--- src/rtl/traffic_ctrl_nway_if.sv ---
// Signal bundle between the N-way traffic sequencer and its surroundings:
// timing/demand inputs in, lamp, phase and countdown outputs back.
interface traffic_ctrl_nway_if #(
    parameter int NUM_WAYS = 2,
    parameter int TIME_W   = 4
) ();
    localparam int WAY_W = (NUM_WAYS > 1) ? $clog2(NUM_WAYS) : 1;

    logic [NUM_WAYS*TIME_W-1:0] green_time;
    logic [NUM_WAYS-1:0]        demand;
    logic [3*NUM_WAYS-1:0]      lights;
    logic [WAY_W-1:0]           active_way;
    logic [1:0]                 phase;
    logic [TIME_W-1:0]          time_left;

    modport master (
        output green_time, demand,
        input  lights, active_way, phase, time_left
    );

    modport slave (
        input  green_time, demand,
        output lights, active_way, phase, time_left
    );
endinterface

--- src/rtl/traffic_ctrl_nway.sv ---
// Round-robin, demand-actuated N-way traffic-light sequencer (GREEN -> YELLOW -> ALL_RED).
// All outputs decode purely from registered state.
module traffic_ctrl_nway #(
    parameter int NUM_WAYS     = 2,
    parameter int TIME_W       = 4,
    parameter int ALL_RED_SECS = 1
) (
    input  logic                 clk_1Hz,
    input  logic                 reset,
    traffic_ctrl_nway_if.slave   bus
);
    localparam int WAY_W = (NUM_WAYS > 1) ? $clog2(NUM_WAYS) : 1;
    localparam logic [TIME_W-1:0] ONE      = TIME_W'(1);
    localparam logic [TIME_W-1:0] AR_LOAD  = TIME_W'(ALL_RED_SECS - 1);
    localparam logic [WAY_W-1:0]  LAST_WAY = WAY_W'(NUM_WAYS - 1);

    typedef enum logic [1:0] {
        PH_GREEN   = 2'b00,
        PH_YELLOW  = 2'b01,
        PH_ALL_RED = 2'b10
    } phase_e;

    phase_e              phase_q, phase_d;
    logic [TIME_W-1:0]   cnt_q, cnt_d;
    logic [TIME_W-1:0]   g_q, g_d;
    logic [WAY_W-1:0]    way_q, way_d;

    logic [WAY_W-1:0]    next_way;
    logic                found;
    logic [NUM_WAYS-1:0] served_mask;
    logic                other_demand;
    logic [TIME_W-1:0]   yellow_len;
    logic [TIME_W-1:0]   g_new;
    logic [3*NUM_WAYS-1:0] lights_s;

    function automatic logic [TIME_W-1:0] clamp_green(
        input logic [NUM_WAYS*TIME_W-1:0] gt,
        input logic [WAY_W-1:0]           w
    );
        logic [TIME_W-1:0] g;
        g = gt[int'(w)*TIME_W +: TIME_W];
        return (g == '0) ? ONE : g;
    endfunction

    // Search starts just after the last served way and ends on that way itself.
    always_comb begin
        next_way = (way_q == LAST_WAY) ? '0 : way_q + 1'b1;
        found    = 1'b0;
        for (int i = 1; i <= NUM_WAYS; i++) begin
            if (!found && bus.demand[(int'(way_q) + i) % NUM_WAYS]) begin
                found    = 1'b1;
                next_way = WAY_W'((int'(way_q) + i) % NUM_WAYS);
            end
        end
    end

    always_comb begin
        served_mask  = NUM_WAYS'(1) << way_q;
        other_demand = |(bus.demand & ~served_mask);
        yellow_len   = (g_q >> 1);
        if (yellow_len == '0) begin
            yellow_len = ONE;
        end
    end

    always_comb begin
        phase_d = phase_q;
        cnt_d   = cnt_q;
        way_d   = way_q;
        g_d     = g_q;
        g_new   = ONE;
        if (cnt_q != '0) begin
            cnt_d = cnt_q - ONE;
        end else begin
            case (phase_q)
                PH_ALL_RED: begin
                    g_new   = clamp_green(bus.green_time, next_way);
                    phase_d = PH_GREEN;
                    way_d   = next_way;
                    g_d     = g_new;
                    cnt_d   = g_new - ONE;
                end
                PH_GREEN: begin
                    if (other_demand) begin
                        phase_d = PH_YELLOW;
                        cnt_d   = yellow_len - ONE;
                    end else begin
                        // Nobody else waiting: hold green and take a fresh green time.
                        g_new = clamp_green(bus.green_time, way_q);
                        g_d   = g_new;
                        cnt_d = g_new - ONE;
                    end
                end
                PH_YELLOW: begin
                    phase_d = PH_ALL_RED;
                    cnt_d   = AR_LOAD;
                end
                default: begin
                    phase_d = PH_ALL_RED;
                    cnt_d   = AR_LOAD;
                end
            endcase
        end
    end

    always_ff @(posedge clk_1Hz or negedge reset) begin
        if (!reset) begin
            phase_q <= PH_ALL_RED;
            cnt_q   <= AR_LOAD;
            way_q   <= LAST_WAY;
            g_q     <= ONE;
        end else begin
            phase_q <= phase_d;
            cnt_q   <= cnt_d;
            way_q   <= way_d;
            g_q     <= g_d;
        end
    end

    always_comb begin
        lights_s = {NUM_WAYS{3'b100}};
        if (phase_q == PH_GREEN) begin
            lights_s[int'(way_q)*3 +: 3] = 3'b001;
        end else if (phase_q == PH_YELLOW) begin
            lights_s[int'(way_q)*3 +: 3] = 3'b010;
        end
    end

    assign bus.lights     = lights_s;
    assign bus.active_way = way_q;
    assign bus.phase      = phase_q;
    assign bus.time_left  = cnt_q;

endmodule

--- src/flat_wrapper.sv ---
// flat-port wrapper written by rule: the top's interface ports become plain ports
module traffic_ctrl_nway_flat 
#(
    parameter int NUM_WAYS     = 2,
    parameter int TIME_W       = 4,
    parameter int ALL_RED_SECS = 1
)
  (clk_1Hz, reset, bus_green_time, bus_demand, bus_lights, bus_active_way, bus_phase, bus_time_left);
  traffic_ctrl_nway_if #(.NUM_WAYS(NUM_WAYS), .TIME_W(TIME_W)) bus_i ();
  input  logic clk_1Hz;
  input  logic reset;
  input wire logic [$bits(bus_i.green_time)-1:0] bus_green_time;
  input wire logic [$bits(bus_i.demand)-1:0] bus_demand;
  output wire logic [$bits(bus_i.lights)-1:0] bus_lights;
  output wire logic [$bits(bus_i.active_way)-1:0] bus_active_way;
  output wire logic [$bits(bus_i.phase)-1:0] bus_phase;
  output wire logic [$bits(bus_i.time_left)-1:0] bus_time_left;
  assign bus_i.green_time = bus_green_time;
  assign bus_i.demand = bus_demand;
  assign bus_lights = bus_i.lights;
  assign bus_active_way = bus_i.active_way;
  assign bus_phase = bus_i.phase;
  assign bus_time_left = bus_i.time_left;
  traffic_ctrl_nway #(.NUM_WAYS(NUM_WAYS), .TIME_W(TIME_W), .ALL_RED_SECS(ALL_RED_SECS)) u_core (.clk_1Hz(clk_1Hz), .reset(reset), .bus(bus_i));
endmodule
--- config.mk ---
export PLATFORM = sky130hd
export DESIGN_NAME = traffic_ctrl_nway_flat
export DESIGN_NICKNAME = d
export VERILOG_FILES = /design/src/rtl/traffic_ctrl_nway_if.sv /design/src/rtl/traffic_ctrl_nway.sv /design/src/flat_wrapper.sv
export SDC_FILE = /design/constraint.sdc
export NUM_CORES = 1
export LEC_CHECK = 0
export BUFFER_PORTS_ARGS = -buffer_cell sky130_fd_sc_hd__buf_2
export CORE_UTILIZATION = 45
export CTS_CLUSTER_DIAMETER = 100
export DETAILED_ROUTE_END_ITERATION = 8
export GPL_ROUTABILITY_DRIVEN = 1
export PLACE_DENSITY = 0.71
export SYNTH_ARGS = -nofsm -noshare
export SYNTH_HDL_FRONTEND = slang
export SYNTH_SLANG_ARGS = --single-unit
--- constraint.sdc ---
create_clock -name clk_1Hz -period 3.1 [get_ports clk_1Hz]
set_clock_uncertainty 0.05 [all_clocks]
set_input_delay 0.465 -clock clk_1Hz [delete_from_list [all_inputs] [get_ports clk_1Hz]]
set_output_delay 0.465 -clock clk_1Hz [all_outputs]
set_load 0.02 [all_outputs]
==> results of run 1 <==
[what timing repair did]
| item | CTS | global route |
|---|---|---|
| hold buffers | 1 | 0 |
| endpoints found under the hold margin | 8 | 0 |
| gates resized for setup | 0 | 0 |
| setup endpoints to repair | 0 | 0 |
[through the flow]
stage	instance area (um2)	setup slack (ns)
after floorplan	830	0.815
after global placement	952	0.723
after detailed placement	952	0.634
after CTS	998	0.611
after global routing	998	0.429
final	998	0.579
[layer usage]
layer / wire, um / track usage [%] / up-vias
met5: 0 / 0 / -
met4: 31 / 6.06 / 0
met3: 90 / 6.00 / 7
met2: 928 / 34.8 / 29
met1: 863 / 28.4 / 386
li1: - / - / 405
[cell usage in the layout, fill, tap and decap left out, types with 2 or more instances in the layout]
cell type,synthesis,routed
inv_1,4,4
dfstp_2,2,2
nor3b_1,2,2
ha_1,2,2
o21ai_1,4,4
a21oi_1,6,6
mux2_2,2,2
nor3_1,6,6
nor2_1,8,8
dfrtp_1,8,8
a211oi_1,4,4
or2_1,2,2
nand2_1,8,8
clkbuf_4,0,3
buf_2,2,24
nor2b_1,2,2
o21ai_0,4,4
mux2i_1,7,7
nand2b_1,4,4
or3_1,2,2
[cell families (layout without fill, tap and decap cells)]
family,after synthesis,count (layout),share of synthesized area (%)
compound gates,28,28,23.8
xor+xnor,1,1,1.06
fa+ha+maj,2,2,3.02
buf+inv,9,33,5.28
flops,10,10,30.5
mux,10,10,12.5
simple gates,38,38,23.8
[worst paths after layout]
check                      cells after the start                               from                                 to  slack, ns
max                                            9  u_core.bus.active_way$_DFFE_PN1P_  u_core.bus.time_left[2]$_DFF_PN0_       0.58
min                                            2          u_core.g_q[1]$_DFFE_PN0P_          u_core.g_q[1]$_DFFE_PN0P_       0.46
max reg2reg                                    9  u_core.bus.active_way$_DFFE_PN1P_  u_core.bus.time_left[2]$_DFF_PN0_       0.58
min reg2reg                                    2          u_core.g_q[1]$_DFFE_PN0P_          u_core.g_q[1]$_DFFE_PN0P_       0.46
max in group asynchronous                      2                              reset  u_core.bus.active_way$_DFFE_PN1P_       2.22
min in group asynchronous                      2                              reset  u_core.bus.time_left[2]$_DFF_PN0_       0.54
[report_power, final]
| part | total [mW] | internal [mW] | switching [mW] | leakage, nW |
|---|---|---|---|---|
| registers | 0.308 | 0.209 | 0.0991 | 0.118 |
| logic | 0.719 | 0.292 | 0.428 | 0.325 |
| clock network | 0.114 | 0.0712 | 0.0424 | 0.0210 |
[worst max-delay path, stage by stage (launching register included)]
cell and delay [ns]:
dfstp_2 0.72, mux2i_1 0.43, and3_4 0.28, o21ai_0 0.09
o2111ai_1 0.17, inv_1 0.08, ha_1 0.20, xor2_1 0.16
a21oi_1 0.15, o21ai_1 0.07
[cell type report]
| cell class | count | area [um2] |
|---|---|---|
| inverter | 4 | 15.0 |
| timing repair buffer | 25 | 130 |
| clock buffer | 4 | 36.3 |
| sequential | 10 | 253 |
| multi-input combinational | 79 | 533 |
| tap | 25 | 31.3 |
| fill | 163 | 728 |
[state kept, by name, summed over array words and instances, names as in the netlist]
| register | flops |
|---|---|
| u_core.bus.active_way | 1 |
| u_core.bus.phase | 2 |
| u_core.bus.time_left | 4 |
| u_core.g_q | 3 |
==> flow_summary.yaml, run 1 <==
run_status:
  status: "completed"
synthesis:
  yosysSeqAreaShare_pct: 30.5
  synth_area_um2: 830
  netlist_instances: 98
  async_flop_share_pct: 100
  ys.flop_type: "dfrtp_1"
  yosys_register_bits: 10
  synth_edf_count: 0
  synth_area_leader_cell: "dfrtp_1"
  avgSynthCellArea_um2: 8.46
  ys_top_cells_by_area: "dfrtp_1 24%, mux2i_1 8.4%, dfstp_2 6.3%, a21oi_1 3.6%, nor3_1 3.6%"
  yosys_warnings: 0
  yosys.area.top_type_share_pct: 24.1
  synthTopCellsByCount: "8 x dfrtp_1, 8 x nand2_1, 8 x nor2_1"
  syn-num-nets: 112
  yosysUniqueCellTypes: 37
clocking:
  cts_tree: "yes"
  post_cts_buffers: 0
  clk_latency_ns: 0.26
  clock-sinks: 10
  cts_htree_levels: 1
  clk_pin_slew_ns: 0.06
  root_buffer: "clkbuf_4"
  numCtsBuffers: 3
  cts_buffer_depth: 2
floorplan:
  dieWidth_um: 44.9
  core_mm2: 0.00173
  initial_core_util_pct: 48.0
  num_io_pins: 25
  die_area_mm2: 0.00202
  rows: 15
  chipHeight_um: 44.9
detailed_routing:
  vias: 827
  drt-wirelength-per-cell_um: 13.0
  drc: 0
  ant_nets: 0
  drtIter0Drc: 18
  totalWireLength_um: 1910
  drt-pass1-iter-count: 4
  avgViaCountPerCell: 5.63
placed_design:
  numPortBuffers: 24
  place_inst: 142
  hpwl_um: 1480
  place_congestion: 0.832
timing:
  finalCriticalPeriod_ns: 2.52
  slew_headroom_pct: 64.4
  setup_tns_ns: 0
  fmax_ghz: 0.397
  timing.final.setup_violations: 0
  hold_slack_ns: 0.457
  tightest_slew_ns: 0.530
  post-route-period-util_pct: 81.3
  rsz0062_at_grt: "false"
  slew_viol_final: 0
  hold_viol: 0
power_and_ir_drop:
  power.static_leakage_nw: 0.464
  ir_drop_mv: 0.594
  p_total_mw: 1.14
  p_per_area_mw_per_mm2: 1140
layout:
  fin_nets: 137
  drive_gt1_share_pct: 29.5
  syn2layout_area_growth_pct: 20.4
  fin_util_pct: 57.8
  instances_no_fill: 147
  num_antenna_cells: 0
run:
  cap_viol_max_count: 0
global_routing:
  grt_pass1_vias: 734
  antenna_found_initial: 0
  grtUsageTotal_pct: 21.6
  grt_max_degree: 19
  overflow: 0
  grt_pass1_wl_um: 3180
min_path:
  hold_path_class: "reg2reg"
critical_path:
  arrival_ns: 2.62
  endpoint_kind: "register"
  cp-start-kind: "register"
  cp.required_ns: 3.20
  criticalPathCategory: "reg2reg"
  crit_fanout: 18
Note: power is estimated with default switching activity, not from simulation.
==> inputs of run 2 (changes only) <==
- PLACE_DENSITY: 0.71 -> 0.74
- clock period: 3.1 -> 2.06 ns (I/O delays scaled with it)
==> run 2 against run 1 <==
- the flow now finishes with violations (negative setup slack)
- sequential share of layout area decreased by 3.1 points
- final cell count increased by 7.5%
- wire length increased by 16%
- setup slack got worse by 0.60 ns
- first-iteration DRC count increased by 44%
- critical endpoint unchanged
- largest cell class unchanged
==> flow_summary.yaml, run 2 (same netlist as run 1, synthesis figures left out) <==
run_status:
  violations: "negative setup slack"
  status: "complete, but fails checks"
global_routing:
  grtUsageTotal_pct: 23.2
  antenna_found_initial: 0
  grt_max_degree: 12
  grt_pass1_vias: 796
  overflow: 0
  grt_pass1_wl_um: 3390
timing:
  slew_headroom_pct: 65.3
  hold_viol: 0
  worst_slack_ns: -0.0181
  timing.final.setup_violations: 1
  post-route-period-util_pct: 101
  fmax_ghz: 0.481
  finalCriticalPeriod_ns: 2.08
  setup_tns_ns: -0.0181
  slew_viol_final: 0
  tightest_slew_ns: 0.515
  rsz0062_at_grt: "true"
floorplan:
  num_io_pins: 25
  rows: 15
  die_area_mm2: 0.00202
  chipHeight_um: 44.9
  core_mm2: 0.00173
  initial_core_util_pct: 48.0
  dieWidth_um: 44.9
layout:
  fin_nets: 148
  syn2layout_area_growth_pct: 37.4
  layout_commonest_cell: "buf_2"
  drive_gt1_share_pct: 42.1
  largest_register_ffs: 4
  postLayoutCellArea_mm2: 0.00114
  num_antenna_cells: 0
  final_cell_mix: "24 x buf_2, 10 x buf_4, 8 x nor2_1, 8 x nand2_1, 8 x dfrtp_1"
detailed_routing:
  vias: 900
  drt-wirelength-per-cell_um: 14.0
  drc: 0
  ant_nets: 0
  avgViaCountPerCell: 5.70
  totalWireLength_um: 2220
  drtIter0Drc: 26
  drt-pass1-iter-count: 4
critical_path:
  reg2regPathDepth: 9
  r2r_slack_ns: -0.02
  criticalPathCategory: "reg2reg"
  arrival_ns: 2.19
  cp.required_ns: 2.17
  r2r-start: "u_core.bus.active_way$_DFFE_PN1P_"
  r2r_end: "u_core.bus.time_left[2]$_DFF_PN0_"
  crit_fanout: 6
  cp-start-kind: "register"
  endpoint_kind: "register"
placed_design:
  place_congestion: 0.874
  numPortBuffers: 24
  placed_area_mm2: 0.00104
  hpwl_um: 1670
power_and_ir_drop:
  seq_power_share_pct: 22.7
  power.share.switching_pct: 48.1
  p_sw_mw: 0.946
  power.static_leakage_nw: 0.536
  internal_power_mw: 1.02
  p_per_area_mw_per_mm2: 1720
  clockPowerShare_pct: 9.6
  comb_power_share_pct: 67.8
  ir_drop_mv: 0.875
clocking:
  numCtsBuffers: 3
  cts_buffer_depth: 2
  cts_tree: "yes"
  root_buffer: "clkbuf_4"
  clock-sinks: 10
  cts_htree_levels: 1
  clk_pin_slew_ns: 0.08
  clk_latency_ns: 0.27
min_path:
  hold_path_startpoint: "bus_green_time[1]"
  whs_path_depth: 3
  hold_path_class: "in2reg"
  whs_endpoint: "u_core.g_q[1]$_DFFE_PN0P_"
run:
  cap_viol_max_count: 0
-- run 2: cell type report --
cell class / instances / area (um2)
Fill cell: 147 / 587
Timing Repair Buffer: 36 / 216
Sequential cell: 10 / 253
Multi-Input combinational cell: 79 / 588
Tap cell: 25 / 31.3
Inverter: 4 / 15.0
Clock buffer: 4 / 36.3
-- run 2: how the worst max path moves through the flow --
stage | startpoint | endpoint | slack, ns | cells past startpoint
3_3_place_gp | bus_demand[1] | u_core.bus.time_left[1]$_DFF_PN0_ | -0.06 | 9
4_1_cts | u_core.bus.active_way$_DFFE_PN1P_ | u_core.bus.time_left[1]$_DFF_PN0_ | 0.002 | 8
2_1_floorplan | u_core.bus.active_way$_DFFE_PN1P_ | u_core.bus.time_left[2]$_DFF_PN0_ | -0.04 | 10
3_5_place_dp | bus_demand[1] | u_core.bus.time_left[1]$_DFF_PN0_ | -0.10 | 9
5_1_grt | u_core.bus.active_way$_DFFE_PN1P_ | u_core.bus.time_left[2]$_DFF_PN0_ | -0.1 | 9
6_report | u_core.bus.active_way$_DFFE_PN1P_ | u_core.bus.time_left[2]$_DFF_PN0_ | -0.02 | 9
-- run 2: metrics by stage --
step                worst slack, ns  util (%)  std cells  hold slack (ns)  power (mW)
floorplan                   -0.0408         -         98          -0.0366        1.32
global placement            -0.0613      60.2        150            0.126        1.64
detailed placement           -0.103      60.2        150            0.133        1.68
CTS                         0.00241      65.4        158            0.338        1.93
global route                -0.0991      66.0        158            0.393        2.11
finish                      -0.0181      66.0        158            0.344        1.97
-- run 2: worst max-delay path: stages (launching register included) --
cell,delay [ns]
dfstp_2,0.63
mux2i_4,0.30
and3_4,0.22
o21ai_2,0.06
o2111ai_2,0.10
inv_1,0.08
ha_2,0.17
xor2_1,0.15
a21oi_1,0.14
o21ai_1,0.07
-- run 2: per-layer routing --
metal  part of all wire (%)  up-vias  track usage [%]
li1                       -      428                -
met4                   0.45        0             3.03
met1                     44      417             30.9
met3                    8.0        2             4.80
met2                     48       53             39.7
met5                      0        -                0
-- run 2: timing repair --
action	4_1_cts	5_1_grt
hold endpoints to repair	8	0
endpoints found under the setup margin	2	2
hold buffers	1	0
pin swaps	1	1
gates resized for setup	4	3
buffers inserted	3	0
-- run 2: power by group through the flow --
stage / logic [mW] / clock network, mW / registers (mW)
after CTS: 1.30 / 0.190 / 0.439
after global placement: 1.21 / 0 / 0.433
after detailed placement: 1.24 / 0 / 0.440
final: 1.33 / 0.188 / 0.445
after global routing: 1.45 / 0.200 / 0.462
after floorplan: 0.849 / 0 / 0.472
